$ cat src/rtl/coin_event_scheduler.sv
// Buffers coin/stop ticks in saturating counters and replays them as spaced, one-hot event pulses.
// Optional statistics outputs (issued_count, drop_count) are built when COIN_SCHED_STATS_EN is defined.
module coin_event_scheduler #(
   parameter int CNT_W = 3,
   parameter int GAP   = 2
) (
   input  logic        clk,
   input  logic        rst,
   input  logic        tick_1,
   input  logic        tick_5,
   input  logic        tick_10,
   input  logic        tick_stop,
   output logic        ev_1,
   output logic        ev_5,
   output logic        ev_10,
   output logic        ev_stop,
   output logic        pending,
   output logic        overflow
`ifdef COIN_SCHED_STATS_EN
   ,
   output logic [15:0] issued_count,
   output logic [7:0]  drop_count
`endif
);

   typedef enum logic [1:0] {
      IDLE  = 2'd0,
      ISSUE = 2'd1,
      WAIT  = 2'd2
   } state_t;

   localparam logic [1:0] SRC_1  = 2'd0;
   localparam logic [1:0] SRC_5  = 2'd1;
   localparam logic [1:0] SRC_10 = 2'd2;

   localparam int               GAP_W    = (GAP > 1) ? $clog2(GAP) : 1;
   localparam logic [GAP_W-1:0] GAP_LAST = GAP_W'((GAP > 0) ? (GAP - 1) : 0);
   localparam logic [CNT_W-1:0] CNT_MAX  = {CNT_W{1'b1}};

   state_t           state_r, state_s;
   logic [GAP_W-1:0] gap_r, gap_s;
   logic [1:0]       last_r, last_s;
   logic [CNT_W-1:0] cnt1_r, cnt5_r, cnt10_r;
   logic [CNT_W-1:0] cnt1_s, cnt5_s, cnt10_s;
   logic             stop_pend_r, stop_pend_s;
   logic             drop1_s, drop5_s, drop10_s;
   logic             g1_s, g5_s, g10_s, gstop_s;
   logic [2:0]       nz_s;
   logic [1:0]       pick_s;
   logic             busy_now_s, busy_next_s;

   // Next source after last, skipping empty counters; only called when some counter is nonzero.
   function automatic logic [1:0] rr_pick(input logic [1:0] last, input logic [2:0] nz);
      logic [1:0] sel;
      case (last)
         SRC_1: begin
            if (nz[1])      sel = SRC_5;
            else if (nz[2]) sel = SRC_10;
            else            sel = SRC_1;
         end
         SRC_5: begin
            if (nz[2])      sel = SRC_10;
            else if (nz[0]) sel = SRC_1;
            else            sel = SRC_5;
         end
         default: begin
            if (nz[0])      sel = SRC_1;
            else if (nz[1]) sel = SRC_5;
            else            sel = SRC_10;
         end
      endcase
      return sel;
   endfunction

   // Returns {dropped, next_count}; a grant frees a slot for a same-cycle tick.
   function automatic logic [CNT_W:0] cnt_step(input logic [CNT_W-1:0] cnt,
                                               input logic tick, input logic grant);
      logic [CNT_W:0] res;
      if (tick && !grant) begin
         if (cnt == CNT_MAX) res = {1'b1, cnt};
         else                res = {1'b0, cnt + CNT_W'(1)};
      end else if (grant && !tick) begin
         res = {1'b0, cnt - CNT_W'(1)};
      end else begin
         res = {1'b0, cnt};
      end
      return res;
   endfunction

   assign nz_s   = {(cnt10_r != '0), (cnt5_r != '0), (cnt1_r != '0)};
   assign pick_s = rr_pick(last_r, nz_s);

   // FSM next state, grant selection and gap timing
   always_comb begin
      state_s = state_r;
      gap_s   = gap_r;
      last_s  = last_r;
      g1_s    = 1'b0;
      g5_s    = 1'b0;
      g10_s   = 1'b0;
      gstop_s = 1'b0;
      case (state_r)
         IDLE: begin
            if (nz_s != 3'b000) begin
               last_s  = pick_s;
               state_s = ISSUE;
               case (pick_s)
                  SRC_1:   g1_s  = 1'b1;
                  SRC_5:   g5_s  = 1'b1;
                  default: g10_s = 1'b1;
               endcase
            end else if (stop_pend_r) begin
               gstop_s = 1'b1;
               state_s = ISSUE;
            end else begin
               state_s = IDLE;
            end
         end
         ISSUE: begin
            if (GAP > 0) begin
               state_s = WAIT;
               gap_s   = '0;
            end else begin
               state_s = IDLE;
            end
         end
         WAIT: begin
            if (gap_r == GAP_LAST) begin
               state_s = IDLE;
            end else begin
               gap_s = gap_r + GAP_W'(1);
            end
         end
         default: state_s = IDLE;
      endcase
   end

   // Counter and stop-flag updates
   always_comb begin
      {drop1_s,  cnt1_s}  = cnt_step(cnt1_r,  tick_1,  g1_s);
      {drop5_s,  cnt5_s}  = cnt_step(cnt5_r,  tick_5,  g5_s);
      {drop10_s, cnt10_s} = cnt_step(cnt10_r, tick_10, g10_s);
      stop_pend_s = (stop_pend_r && !gstop_s) || tick_stop;
   end

   // pending stays up through the cycle in which the last grant is taken
   assign busy_now_s  = (nz_s != 3'b000) || stop_pend_r;
   assign busy_next_s = (cnt1_s != '0) || (cnt5_s != '0) || (cnt10_s != '0) || stop_pend_s;

   // State, buffers and registered outputs
   always_ff @(posedge clk or posedge rst) begin
      if (rst) begin
         state_r     <= IDLE;
         gap_r       <= '0;
         last_r      <= SRC_10;
         cnt1_r      <= '0;
         cnt5_r      <= '0;
         cnt10_r     <= '0;
         stop_pend_r <= 1'b0;
         ev_1        <= 1'b0;
         ev_5        <= 1'b0;
         ev_10       <= 1'b0;
         ev_stop     <= 1'b0;
         pending     <= 1'b0;
         overflow    <= 1'b0;
      end else begin
         state_r     <= state_s;
         gap_r       <= gap_s;
         last_r      <= last_s;
         cnt1_r      <= cnt1_s;
         cnt5_r      <= cnt5_s;
         cnt10_r     <= cnt10_s;
         stop_pend_r <= stop_pend_s;
         ev_1        <= g1_s;
         ev_5        <= g5_s;
         ev_10       <= g10_s;
         ev_stop     <= gstop_s;
         pending     <= busy_now_s || busy_next_s;
         overflow    <= overflow || drop1_s || drop5_s || drop10_s;
      end
   end

`ifdef COIN_SCHED_STATS_EN
   logic [1:0] ndrop_s;
   logic [8:0] drop_sum_s;

   assign ndrop_s    = {1'b0, drop1_s} + {1'b0, drop5_s} + {1'b0, drop10_s};
   assign drop_sum_s = {1'b0, drop_count} + {7'd0, ndrop_s};

   // Issue counter wraps; drop counter saturates
   always_ff @(posedge clk or posedge rst) begin
      if (rst) begin
         issued_count <= 16'd0;
         drop_count   <= 8'd0;
      end else begin
         if (state_r == ISSUE) issued_count <= issued_count + 16'd1;
         drop_count <= drop_sum_s[8] ? 8'hFF : drop_sum_s[7:0];
      end
   end
`endif

endmodule
$ cat config.mk
export PLATFORM = sky130hd
export DESIGN_NAME = coin_event_scheduler
export DESIGN_NICKNAME = d
export VERILOG_FILES = /design/src/rtl/coin_event_scheduler.sv
export SDC_FILE = /design/constraint.sdc
export NUM_CORES = 1
export LEC_CHECK = 0
export CORE_MARGIN = 3
export CORE_UTILIZATION = 45
export DETAILED_ROUTE_END_ITERATION = 8
export PLACE_DENSITY = 0.67
export SLEW_MARGIN = 20
export SYNTH_ARGS = -nofsm -noshare
export SYNTH_HDL_FRONTEND = slang
export SYNTH_SLANG_ARGS = --single-unit
$ cat constraint.sdc
create_clock -name clk -period 6.5 [get_ports clk]
set_clock_uncertainty 0.05 [all_clocks]
set_input_delay 1.95 -clock clk [delete_from_list [all_inputs] [get_ports clk]]
set_output_delay 1.95 -clock clk [all_outputs]
set_load 0.01 [all_outputs]
==> results.json <==
{
  "post-route-min-period_ns": 3.79,
  "gp_congestion": 0.874,
  "postSynthAreaPerCell_um2": 9.44,
  "initialDrtViolationCount": 56,
  "grt_antenna_before_repair": 0,
  "tightestPinTransition_ns": 0.798,
  "max_cap_viol_count": 0,
  "p_per_area_nw_per_um2": 421,
  "timing.slew.headroom_pct": 46.7,
  "cts_root_buffer_type": "sky130_fd_sc_hd__clkbuf_4",
  "n_antenna_cell": 0,
  "grt_setup_unrepaired": "no",
  "syn-instance-count": 158,
  "report.final.hold_viol_count": 0,
  "die_w_um": 63.6,
  "syn2layout_area_growth_pct": 10.7,
  "fp.dieArea_um2": 4040,
  "worst_hold_path_type": "reg -> reg",
  "vdd_drop_max_mv": 0.222,
  "cts_htree_levels": 1,
  "drc_errors_left": 0,
  "setup_viol": 0,
  "wirelength_um": 3040,
  "syn_area_um2": 1490,
  "detail_route.wl_per_cell_um": 14.3,
  "synth.net_count": 176,
  "layout_cell_share_with_drive_strength_beyond_1_pct": 8.28,
  "initial_core_util_pct": 48.1,
  "cts_setup_buffers": 0,
  "yosys_register_bits": 21,
  "timing_max_transition_violations_final": 0,
  "synth.distinct_cells": 51,
  "dieHeight_um": 63.6,
  "run_status": "finished, final reports clean",
  "clock_transition_at_the_registers_of_the_reported_paths_ns": 0.11,
  "setup_tns_ns": 0,
  "worst_setup_path_end_kind": "flop",
  "cellLeakagePower_nw": 0.690,
  "core_area_um2": 3100,
  "total_power_uw": 695,
  "ys.flop_type": "sky130_fd_sc_hd__dfrtp_1",
  "std_cell_rows": 20,
  "cts_hold_buffers": 0,
  "grt_pass1_vias": 1169,
  "hpwlAfterDp_um": 2300,
  "cts_max_path_buffers": 2,
  "vias_per_cell": 5.55,
  "timing.fmax_mhz": 264,
  "global_route.usage.total_pct": 16.5,
  "detail_route.first_pass.iterations": 4,
  "io_buffer_count": 11,
  "clkSinkCount": 21,
  "final_critical_path_setup_slack_ns": 2.71,
  "cp_cell_sequence": "clkdlybuf4s50_1 > and2_1 > a2111o_1 > a311oi_1 > o211ai_1 > or4_1",
  "ys_async_sr_fraction_pct": 100,
  "ys_warn_count": 0,
  "clock_insertion_delay_worst_skew_ns": 0.31,
  "global_route_wire_length_before_repair_um": 5200,
  "crit_arrival_ns": 3.94,
  "vias": 1183,
  "worst_ep_required_time_ns": 6.65,
  "critPathLaunchType": "primary input",
  "timing.final.crit_share_pct": 58.4,
  "critical_path_s_largest_stage_delay_ns": 0.55,
  "ys_seq_area_share_pct": 35.3,
  "finish.net_count": 188,
  "crit_type": "in -> reg",
  "cts_tree": "built",
  "drtAntennaViolNets": 0,
  "num_io_pins": 12,
  "most_common_library_cell_in_the_layout_ignoring_fill_and_taps": "sky130_fd_sc_hd__dfrtp_1",
  "pre_cts_ws_ns": 2.38,
  "cts-buffers-inserted": 3,
  "cts_repair_resize_count": 0,
  "synth_enable_flop_cells": 0,
  "leftover_overflow_at_the_end_of_global_routing": 0,
  "critPathSlowestCell": "sky130_fd_sc_hd__clkdlybuf4s50_1",
  "most-common-layout-cells": "sky130_fd_sc_hd__dfrtp_1, sky130_fd_sc_hd__nand2_1, sky130_fd_sc_hd__inv_1",
  "grt_start_max_net_pins": 22,
  "worst_path_max_fanout": 6
}
[stage by stage]
step	hold WS [ns]	utilization (%)	cell area [um2]	std cells
2_1_floorplan	0.421	-	1490	158
3_3_place_gp	0.440	52.3	1620	209
3_5_place_dp	0.437	52.3	1620	209
4_1_cts	0.465	53.2	1650	213
5_1_grt	0.493	53.2	1650	213
6_report	0.458	53.2	1650	213
[logic make-up after synthesis]
kind of cell | share of synthesized area (%)
multiplexers | 7.05
adder cells (fa/ha/maj) | 10.1
flip-flops | 35.3
XOR/XNOR | 1.76
buffers and inverters | 5.70
AO/OA/AOI/OAI | 17.1
AND/OR/NAND/NOR | 23.0
[routing by layer]
layer / track usage (%) / vias up / part of all wire, %
li1: - / 581 / -
met1: 21.2 / 568 / 47
met2: 27.0 / 29 / 47
met3: 2.50 / 5 / 4.5
met4: 8.09 / 0 / 2.0
met5: 0 / - / 0
[critical path, delay by kind of cell]
family | cells | cell delay [ns]
buf+inv | 1 | 0.55
compound gates | 3 | 0.81
simple gates | 2 | 0.64
[Yosys cell counts, types with 2 or more instances]
master | instances | area share, %
sky130_fd_sc_hd__a311oi_1 | 2 | 1.2
sky130_fd_sc_hd__buf_2 | 2 | 0.67
sky130_fd_sc_hd__ha_1 | 12 | 10
sky130_fd_sc_hd__o2111ai_1 | 2 | 1.2
sky130_fd_sc_hd__a211oi_1 | 2 | 1.0
sky130_fd_sc_hd__and2_1 | 2 | 0.84
sky130_fd_sc_hd__nor3_1 | 3 | 1.0
sky130_fd_sc_hd__nor2_1 | 11 | 2.8
sky130_fd_sc_hd__nand3b_1 | 2 | 1.0
sky130_fd_sc_hd__or4_1 | 3 | 1.5
sky130_fd_sc_hd__o21ai_0 | 6 | 2.0
sky130_fd_sc_hd__o211ai_1 | 2 | 1.0
sky130_fd_sc_hd__mux2_2 | 2 | 1.5
sky130_fd_sc_hd__mux2i_1 | 6 | 4.0
sky130_fd_sc_hd__nor4b_1 | 2 | 1.2
sky130_fd_sc_hd__inv_1 | 14 | 3.5
sky130_fd_sc_hd__xnor2_1 | 3 | 1.8
sky130_fd_sc_hd__nand2b_1 | 6 | 2.5
sky130_fd_sc_hd__buf_6 | 2 | 1.5
sky130_fd_sc_hd__nor2b_1 | 4 | 1.7
sky130_fd_sc_hd__nand2_1 | 16 | 4.0
sky130_fd_sc_hd__nand4_1 | 2 | 0.84
sky130_fd_sc_hd__a21oi_1 | 4 | 1.3
sky130_fd_sc_hd__a31oi_1 | 2 | 0.84
sky130_fd_sc_hd__dfrtp_1 | 20 | 34
[state kept, by name, summed over array words and instances (netlist names)]
name,flops
ev_stop,1
state_r,2
cnt1_r,3
cnt10_r,3
stop_pend_r,1
overflow,1
gap_r,1
pending,1
cnt5_r,3
ev_10,1
ev_1,1
ev_5,1
last_r,2
[cell type report]
class	count	area, um2
Inverter	14	52.6
Multi-Input combinational cell	119	880
Clock buffer	4	26.3
Timing Repair Buffer	11	110
Tap cell	44	55.1
Fill cell	317	1450
Sequential cell	21	527
[path summary, 6_finish.rpt]
check	startpoint	end	slack (ns)	cells after the start
worst max-delay path	tick_5	pending$_DFF_PP0_	2.71	6
worst min register to register	gap_r$_DFFE_PP0P_	gap_r$_DFFE_PP0P_	0.46	1
min in group asynchronous	rst	ev_5$_DFF_PP0_	2.03	2
worst min-delay path	gap_r$_DFFE_PP0P_	gap_r$_DFFE_PP0P_	0.46	1
max in group asynchronous	rst	cnt10_r[1]$_DFF_PP0_	3.88	2
worst max register to register	cnt10_r[0]$_DFF_PP0_	pending$_DFF_PP0_	3.87	8
[power by group]
part	leakage [nW]	internal, mW	switching [mW]	total (mW)
Sequential	0.240	0.179	0.0460	0.225
Clock	0.0150	0.0240	0.0403	0.0643
Combinational	0.435	0.176	0.230	0.405
Total	0.690	0.379	0.316	0.695
(Power assumes the default switching activity.)
==> RTL change 1 (same settings) <==
Register the output `ev_stop` once more, cleared by the reset; this adds one clock of latency there. The other outputs are not delayed to match.
--- a/src/rtl/coin_event_scheduler.sv
+++ b/src/rtl/coin_event_scheduler.sv
@@ -36,6 +36,8 @@
    localparam int               GAP_W    = (GAP > 1) ? $clog2(GAP) : 1;
    localparam logic [GAP_W-1:0] GAP_LAST = GAP_W'((GAP > 0) ? (GAP - 1) : 0);
    localparam logic [CNT_W-1:0] CNT_MAX  = {CNT_W{1'b1}};
+
+   logic ev_stop_s0;
 
    state_t           state_r, state_s;
    logic [GAP_W-1:0] gap_r, gap_s;
@@ -160,7 +162,7 @@
          ev_1        <= 1'b0;
          ev_5        <= 1'b0;
          ev_10       <= 1'b0;
-         ev_stop     <= 1'b0;
+         ev_stop_s0  <= 1'b0;
          pending     <= 1'b0;
          overflow    <= 1'b0;
       end else begin
@@ -174,7 +176,7 @@
          ev_1        <= g1_s;
          ev_5        <= g5_s;
          ev_10       <= g10_s;
-         ev_stop     <= gstop_s;
+         ev_stop_s0  <= gstop_s;
          pending     <= busy_now_s || busy_next_s;
          overflow    <= overflow || drop1_s || drop5_s || drop10_s;
       end
@@ -199,4 +201,12 @@
    end
 `endif
 
+   always_ff @(posedge clk or posedge rst) begin
+      if (rst) begin
+         ev_stop <= '0;
+      end else begin
+         ev_stop <= ev_stop_s0;
+      end
+   end
+
 endmodule
Behaviour: not the same (a bounded check fails within 4 cycles, from zero or initial values and one cycle with rst high).
==> RTL change 1 against the original RTL <==
Setup slack gained 260 ps. Sequential power shrank 2%. Core utilization shrank 0.71 points. Routed wire length shrank 11%. First-iteration DRC count shrank 11%. Sequential cell count grew 1. Area after synthesis shrank 2.4%. Via count shrank 3.9%. Total power shrank 19%. Cell area shrank 2.1%. Clock power grew 3%. Global-route usage shrank 2.1 points. Critical endpoint unchanged. Largest power group unchanged.
==> RTL change 1: results (changes against the original RTL) <==
metric;value;unit;change
status;completed;;unchanged
buf_share;0.06816;;was 0.06672
clk_pin_slew;130;ps;was 110 ps
grt_pass1_wl;4595;um;was 5202 um
layout-drive-gt1-share;0.1018;;was 0.08284
multi_input_gates;115;;was 119
drt-met1-wl;1282;um;was 1424 um
power.leakage;0.0006904;uW;about the same
dr_wl_met3;56;um;was 136 um
dpl_worst_slack;2639;ps;was 2377 ps
drt_iter0_drc;50;;was 56
route.met2.wl;1319;um;was 1417 um
wl;2706;um;was 3039 um
post-place-cells;207;;was 209
wl_per_cell;12.82;um;was 14.27 um
first_global_vias;1096;;was 1169
dpl.hpwl;2098;um;was 2304 um
postLayoutCoreUtil;0.5248;;was 0.5319
sh_seq_area;0.3416;;was 0.3192
met3_usage;0.02878;;was 0.02496
die_area;3952;um2;was 4041 um2
inv_count;15;;was 14
max-slew-margin-rel;0.4337;;was 0.4672
grt_max_degree;23;;was 22
vias_per_cell;5.389;;was 5.554
fillCellCount;294;;was 317
finalNetCount;186;;was 188
grtUsageMet2;0.2437;;was 0.2699
synth_seq_cells;22;;was 21
grt_use_total;0.1448;;was 0.1654
place_area;1589;um2;was 1624 um2
multi_input_area_share;0.5043;;was 0.5330
worstHoldPathCells;0;;was 1
gr-usage-met1;0.1744;;was 0.2118
netlist_top_cells_area;dfrtp_1 (36%), ha_1 (10%), o21ai_0 (4.5%), nand2_1 (3.9%), inv_1 (3.6%);;was dfrtp_1 (34%), ha_1 (10%), mux2i_1 (4.0%), nand2_1 (4.0%), inv_1 (3.5%)
clock_cell_area_share;0.01627;;was 0.01592
==> RTL change 1: cell types whose count changed after synthesis, sizes merged, moves of 3 or more <==
cell,before,now
o21ai,7,13
a21oi,4,9
mux2i,7,3
nor2,12,8
clkbuf,0,3
nor4,0,3
or4,3,0
==> RTL change 1: power breakdown <==
| part | switching (uW) | internal (uW) |
|---|---|---|
| clock network | 42.1 | 24.0 |
| logic | 149 | 126 |
| registers | 42.5 | 178 |
==> RTL change 1: path summary, 6_finish.rpt <==
check / slack, ps / to / start
max: 2970 / pending / tick_5
min reg2reg: 310 / ev_stop / ev_stop_s0
max reg2reg: 4160 / pending / cnt1_r[0]
min: 310 / ev_stop / ev_stop_s0
min in group asynchronous: 2040 / cnt1_r[1] / rst
max in group asynchronous: 3830 / last_r[0] / rst
==> RTL change 1: kinds of logic after synthesis <==
family          synth area share
fa+ha+maj                 0.1032
mux                      0.02838
simple gates              0.1961
xor+xnor                 0.01806
buf+inv                  0.06104
compound gates            0.2141
flops                     0.3792
==> RTL change 2 (config.mk and constraints unchanged) <==
Without the edit above. Add a define of `COIN_SCHED_STATS_EN`.
--- a/src/rtl/coin_event_scheduler.sv
+++ b/src/rtl/coin_event_scheduler.sv
@@ -1,5 +1,7 @@
 // Buffers coin/stop ticks in saturating counters and replays them as spaced, one-hot event pulses.
 // Optional statistics outputs (issued_count, drop_count) are built when COIN_SCHED_STATS_EN is defined.
+`define COIN_SCHED_STATS_EN
+
 module coin_event_scheduler #(
    parameter int CNT_W = 3,
    parameter int GAP   = 2
Behaviour (old outputs only; new: drop_count and issued_count): unchanged (equiv_simple and equiv_induct, registers matched by name and starting in step).
==> RTL change 2 against the original RTL <==
Core utilization grew 4.9 points. Critical path type unchanged. Critical path depth grew 5. Routed wire length grew 62%. Setup slack lost 710 ps. Register-to-register slack lost 1200 ps. Total power grew 45%. Critical endpoint is now drop_count[5]. Largest power group unchanged. Cell area grew 86%. Area after synthesis grew 70%. Sequential cell count grew 24. Synthesized cell count grew 62%.
==> RTL change 2: results (changes against the original RTL) <==
metric;value;unit;change
status;completed;;unchanged
drt_iter0_drc;109;;was 56
comb_power_share;0.411;;was 0.583
syn-num-nets;279;;was 176
gr-usage-met1;0.2231;;was 0.2118
grt_max_degree;46;;was 22
wl_per_cell;13.42;um;was 14.27 um
critPathMaxStageDelay;600;ps;was 550 ps
dr_wl_met3;207;um;was 136 um
r2r_cells;15;;was 8
fillCellCount;494;;was 317
cts_root_buf;clkbuf_8;;was clkbuf_4
min_from;issued_count[15];;was gap_r
vias;1945;;was 1183
worstPathMaxFanout;7;;was 6
grt_pass1_wl;8638;um;was 5202 um
drt-met1-wl;2291;um;was 1424 um
crit_path_start;tick_1;;was tick_5
synth_mux_area_frac;0.03746;;was 0.07047
wl;4911;um;was 3039 um
met3_usage;0.04102;;was 0.02496
dpl_worst_slack;1693;ps;was 2377 ps
dpl.hpwl;3690;um;was 2304 um
htreeDepth;2;;was 1
post-place-cells;358;;was 209
clk_pin_slew;90;ps;was 110 ps
## RTL change 2: cell count changes after synthesis, sizes merged, moves of 4 or more
cell	before	now
xnor2	3	11
and3	1	8
dfrtp	20	44
xor2	0	10
nand3	1	14
nor2	12	21
inv	14	21
buf	4	0
o21ai	7	13
nand2	16	25
a21oi	4	9
## RTL change 2: worst reg2reg max path, stage by stage, from the launching register on
cell and delay [ps]:
dfrtp_1 430, inv_1 110, ha_1 250, nor2b_2 220
o221ai_1 310, nand2b_1 250, and3_1 260, nand2_1 130
fa_1 520, inv_1 40, ha_1 220, fa_1 420
nand2_1 110, nor2_1 70, nand3_1 200, nand3_1 100
## RTL change 2: area by class of cell
cell class,instances,area share
Clock inverter,2,0.004495
Timing Repair Buffer,35,0.1144
Multi-Input combinational cell,187,0.4315
Sequential cell,45,0.3682
Tap cell,70,0.02861
Clock buffer,6,0.02697
Inverter,21,0.02575
